File: config.mk
export PLATFORM = sky130hd
export DESIGN_NAME = pwm_multi_shadowed
export DESIGN_NICKNAME = d
export VERILOG_FILES = /design/src/rtl/pwm_multi_shadowed.sv
export SDC_FILE = /design/constraint.sdc
export NUM_CORES = 1
export LEC_CHECK = 0
export ABC_AREA = 1
export CORE_AREA = 4 4 158 198
export CTS_BUF_LIST = sky130_fd_sc_hd__clkbuf_8
export CTS_CLUSTER_SIZE = 20
export DETAILED_ROUTE_END_ITERATION = 8
export DIE_AREA = 0 0 162 202
export GPL_TIMING_DRIVEN = 0
export PLACE_DENSITY_LB_ADDON = 0.08
export SLEW_MARGIN = 10
export SYNTH_ARGS = -nofsm -noshare
export SYNTH_HDL_FRONTEND = slang
export SYNTH_SLANG_ARGS = --single-unit
File: constraint.sdc
create_clock -name clk -period 5.3 [get_ports clk]
set_input_delay 1.06 -clock clk [delete_from_list [all_inputs] [get_ports clk]]
set_output_delay 1.06 -clock clk [all_outputs]
set_load 0.03 [all_outputs]
File: src/rtl/pwm_multi_shadowed.sv
// Multi-channel PWM generator: one shared edge- or center-aligned counter feeds CHANNELS compare outputs.
// Compare, top and mode settings are double-buffered and only take effect at a period boundary.
module pwm_multi_shadowed #(
    parameter int WIDTH    = 16,
    parameter int CHANNELS = 4,
    parameter int CW       = (CHANNELS > 1) ? $clog2(CHANNELS) : 1
) (
    input  logic                clk,
    input  logic                rst_n,
    input  logic [WIDTH-1:0]    d,
    input  logic [1:0]          sel,
    input  logic [CW-1:0]       ch,
    input  logic                mode,
    output logic [WIDTH-1:0]    cnt,
    output logic [CHANNELS-1:0] out,
    output logic                period_end
);

    localparam logic [1:0] SEL_CMP   = 2'b01;
    localparam logic [1:0] SEL_TOP   = 2'b10;
    localparam logic [1:0] SEL_CNT   = 2'b11;
    localparam logic       MODE_EDGE = 1'b0;
    localparam logic [0:0] DIR_UP    = 1'b0;
    localparam logic [0:0] DIR_DOWN  = 1'b1;

    logic [WIDTH-1:0]                cnt_q, cnt_d;
    logic [0:0]                      dir_q, dir_d;
    logic [WIDTH-1:0]                top_act_q, top_act_d;
    logic [WIDTH-1:0]                top_shd_q, top_shd_d;
    logic [CHANNELS-1:0][WIDTH-1:0]  cmp_act_q, cmp_act_d;
    logic [CHANNELS-1:0][WIDTH-1:0]  cmp_shd_q, cmp_shd_d;
    logic                            mode_act_q, mode_act_d;
    logic [CHANNELS-1:0]             out_q, out_d;
    logic                            period_end_q, period_end_d;
    logic                            boundary;
    logic                            ch_valid;

    assign ch_valid = (int'({1'b0, ch}) < CHANNELS);

    // Counter sequencing. A direct load overrides counting and suppresses the boundary.
    // top_act==0 pins the counter at 0 with a boundary every cycle, whatever the mode.
    always_comb begin
        cnt_d    = cnt_q;
        dir_d    = dir_q;
        boundary = 1'b0;
        if (sel == SEL_CNT) begin
            cnt_d = d;
        end else if (top_act_q == '0) begin
            cnt_d    = '0;
            boundary = 1'b1;
        end else if (mode_act_q == MODE_EDGE) begin
            if (cnt_q >= top_act_q) begin
                cnt_d    = '0;
                boundary = 1'b1;
            end else begin
                cnt_d = cnt_q + WIDTH'(1);
            end
        end else if (dir_q == DIR_UP) begin
            if (cnt_q >= top_act_q) begin
                cnt_d = cnt_q - WIDTH'(1);
                dir_d = DIR_DOWN;
            end else begin
                cnt_d = cnt_q + WIDTH'(1);
            end
        end else begin
            if (cnt_q == '0) begin
                cnt_d    = WIDTH'(1);
                boundary = 1'b1;
            end else begin
                cnt_d = cnt_q - WIDTH'(1);
            end
        end
        // Every boundary re-arms upward counting, so a switch into center mode starts rising.
        if (boundary) begin
            dir_d = DIR_UP;
        end
    end

    // Shadow writes, then transfer to the active set at a boundary. Using the *_d shadow values
    // gives the same-cycle bypass; mode is rewritten every cycle so its shadow is the mode input.
    always_comb begin
        top_shd_d  = top_shd_q;
        cmp_shd_d  = cmp_shd_q;
        top_act_d  = top_act_q;
        cmp_act_d  = cmp_act_q;
        mode_act_d = mode_act_q;
        if (sel == SEL_TOP) begin
            top_shd_d = d;
        end
        if ((sel == SEL_CMP) && ch_valid) begin
            cmp_shd_d[ch] = d;
        end
        if (boundary) begin
            top_act_d  = top_shd_d;
            cmp_act_d  = cmp_shd_d;
            mode_act_d = mode;
        end
    end

    always_comb begin
        out_d = '0;
        for (int i = 0; i < CHANNELS; i++) begin
            out_d[i] = (cnt_q < cmp_act_q[i]);
        end
        period_end_d = boundary;
    end

    always_ff @(posedge clk or negedge rst_n) begin
        if (!rst_n) begin
            cnt_q        <= '0;
            dir_q        <= DIR_UP;
            top_act_q    <= '0;
            top_shd_q    <= '0;
            cmp_act_q    <= '0;
            cmp_shd_q    <= '0;
            mode_act_q   <= MODE_EDGE;
            out_q        <= '0;
            period_end_q <= 1'b0;
        end else begin
            cnt_q        <= cnt_d;
            dir_q        <= dir_d;
            top_act_q    <= top_act_d;
            top_shd_q    <= top_shd_d;
            cmp_act_q    <= cmp_act_d;
            cmp_shd_q    <= cmp_shd_d;
            mode_act_q   <= mode_act_d;
            out_q        <= out_d;
            period_end_q <= period_end_d;
        end
    end

    assign cnt        = cnt_q;
    assign out        = out_q;
    assign period_end = period_end_q;

endmodule

==> results.json <==
{
  "outcome": "finished, final reports clean",
  "ys_seq_area_share_pct": 47.7,
  "rsz0062_at_grt": "no",
  "cts_tree": "done",
  "fmax_mhz": 305,
  "gp_congestion": 0.817,
  "crit_slowest_cell": "dfrtp_1",
  "fin_hold_ws_ns": 0.504,
  "final_cell_mix": "nand2_1 (286), dfrtp_1 (183), inv_1 (140), o21ai_0 (133), ha_1 (79)",
  "clock_latency_ns": 0.48,
  "synth_edf_count": 0,
  "yosysWarnings": 0,
  "core-area_um2": 29300,
  "routed_wl_um": 29700,
  "io_pins": 44,
  "leakagePower_nw": 5.30,
  "worstMarginPinSlew_ns": 0.868,
  "slew_violations": 0,
  "yosysTopAreaCell": "dfrtp_1",
  "start_kind": "flip-flop",
  "skew_ns": 0.0141,
  "dp_cells": 1540,
  "yosys.cell_types.count": 30,
  "synth_cells": 1100,
  "htree_levels": 4,
  "die_w_um": 162,
  "syn_to_final_growth_pct": 14.4,
  "drcViolationCount": 0,
  "cp.buffers_inverters": 1,
  "syn_area_per_cell_um2": 8.74,
  "grt-ovfl-total": 0,
  "clockBufferDepth": 2,
  "die_area_um2": 32700,
  "grt_pass1_wl_um": 46100,
  "cts.sinks": 183,
  "tns_ns": 0,
  "setup_viol": 0,
  "nNetsFinal": 1265,
  "track_usage_pct": 18.8,
  "cts_inserted_buffers": 17,
  "grt_pass1_vias": 7707,
  "root_buffer": "clkbuf_8",
  "crit_fanout": 12,
  "drtPass1Iterations": 4,
  "first_iter_violations": 390,
  "vias": 7588,
  "hp-class": "flip-flop to flip-flop",
  "crit_path_max_incr_delay_ns": 0.92,
  "power-per-cell-area_nw_per_um2": 605,
  "cts_setup_buffers": 0,
  "antennaDiodeCount": 0,
  "port_buffers": 43,
  "worstSetupPathType": "flip-flop to output pin",
  "wl_per_cell_um": 18.9,
  "ant_nets": 0,
  "crit_path_end_kind": "output pin",
  "initial_core_util_pct": 32.9,
  "synthArstFlopShare_pct": 100,
  "cts_resized": 0,
  "synth-seq-cells": 183,
  "netlist.area_leader.share_pct": 47.7,
  "hold_viol": 0,
  "synth_area_um2": 9610,
  "vdd_drop_max_v": 0.000187,
  "die_h_um": 202,
  "std_cell_rows": 70,
  "ys.flop_type": "dfrtp_1",
  "path_clk_slew_ns": 0.09,
  "worstPathRequired_ns": 4.24,
  "synth_nets": 1202,
  "arrival_ns": 2.22,
  "hold_buffers": 0,
  "path_cells": "clkdlybuf4s50_1",
  "maxSlewHeadroom_pct": 42.2,
  "dp_hpwl_um": 20200,
  "period_share_pct": 61.9,
  "grt_max_degree": 101,
  "instances_no_fill": 1571,
  "final_layout_size_suffix_gt1_share_pct": 10.6,
  "drv_cap": 0,
  "antenna_found_initial": 1,
  "layout_commonest_cell": "nand2_1",
  "viasPerCell": 4.83,
  "crit_family": "flip-flops",
  "period_minus_slack_ns": 3.28,
  "synthTopCellsByArea": "dfrtp_1 (48%), nand2_1 (11%), ha_1 (10%)"
}
[synth_stat cells, drive strengths merged (4+ instances only)]
| cell type | number |
|---|---|
| nor2 | 33 |
| o21ai | 191 |
| clkbuf | 21 |
| nor3 | 11 |
| ha | 79 |
| nand4 | 17 |
| buf | 17 |
| a21o | 4 |
| nand2 | 294 |
| inv | 145 |
| a21oi | 34 |
| dfrtp | 183 |
| a211oi | 4 |
| xor2 | 10 |
| a31oi | 5 |
| nand3 | 39 |
| o221ai | 4 |
[flip-flops by register name, summed over array words and instances (netlist names), 4 cells and up]
signal	count
cmp_act_q	64
out	4
cmp_shd_q	64
top_act_q	16
cnt	16
top_shd_q	16
[per-stage QoR]
stage	total power (W)	setup WS, ns	cell area [um^2]	utilization (%)
finish	0.00665	2.02	11000	37.6
detailed placement	0.00571	2.12	10600	36.1
global placement	0.00567	-5.21	10500	36.0
CTS	0.00676	1.98	11000	37.6
global route	0.00729	1.95	11000	37.6
floorplan	0.00455	2.98	9610	-
[final timing paths]
| path | cells past startpoint | start | end | slack (ns) |
|---|---|---|---|---|
| min reg2reg | 2 | cmp_shd_q[29] | cmp_shd_q[29] | 0.50 |
| min | 2 | cmp_shd_q[29] | cmp_shd_q[29] | 0.50 |
| max in group asynchronous | 2 | rst_n | cmp_shd_q[25] | 3.77 |
| max | 1 | cnt[4] | cnt[4] | 2.02 |
| min in group asynchronous | 1 | rst_n | top_shd_q[8] | 0.56 |
| max reg2reg | 12 | cnt[13] | cnt[11] | 2.24 |
[area by class of cell]
cell class | instances | area (um^2)
Sequential cell | 183 | 4580
Tap cell | 396 | 495
Multi-Input combinational cell | 734 | 4250
Buffer | 38 | 239
Inverter | 145 | 544
Fill cell | 3073 | 18300
Timing Repair Buffer | 44 | 463
Clock inverter | 11 | 148
Clock buffer | 20 | 275
[logic make-up after synthesis]
family          share of synthesized area, %
flops                                   47.7
fa+ha+maj                               10.3
compound gates                          15.8
buf+inv                                 8.15
simple gates                            17.1
xor+xnor                                1.00
[power breakdown]
| group | leakage [nW] | internal, W | switching [W] |
|---|---|---|---|
| clock network | 0.209 | 0.000502 | 0.000534 |
| registers | 2.32 | 0.00182 | 0.000421 |
| logic | 2.77 | 0.00125 | 0.00212 |
[per-layer routing]
| metal | wire length [um] | track usage (%) |
|---|---|---|
| met2 | 14500 | 31.9 |
| met5 | 13 | 0 |
| met3 | 1070 | 2.96 |
| met4 | 1100 | 7.59 |
| met1 | 13000 | 24.0 |
No activity file was read; power rests on OpenSTA's default activity.
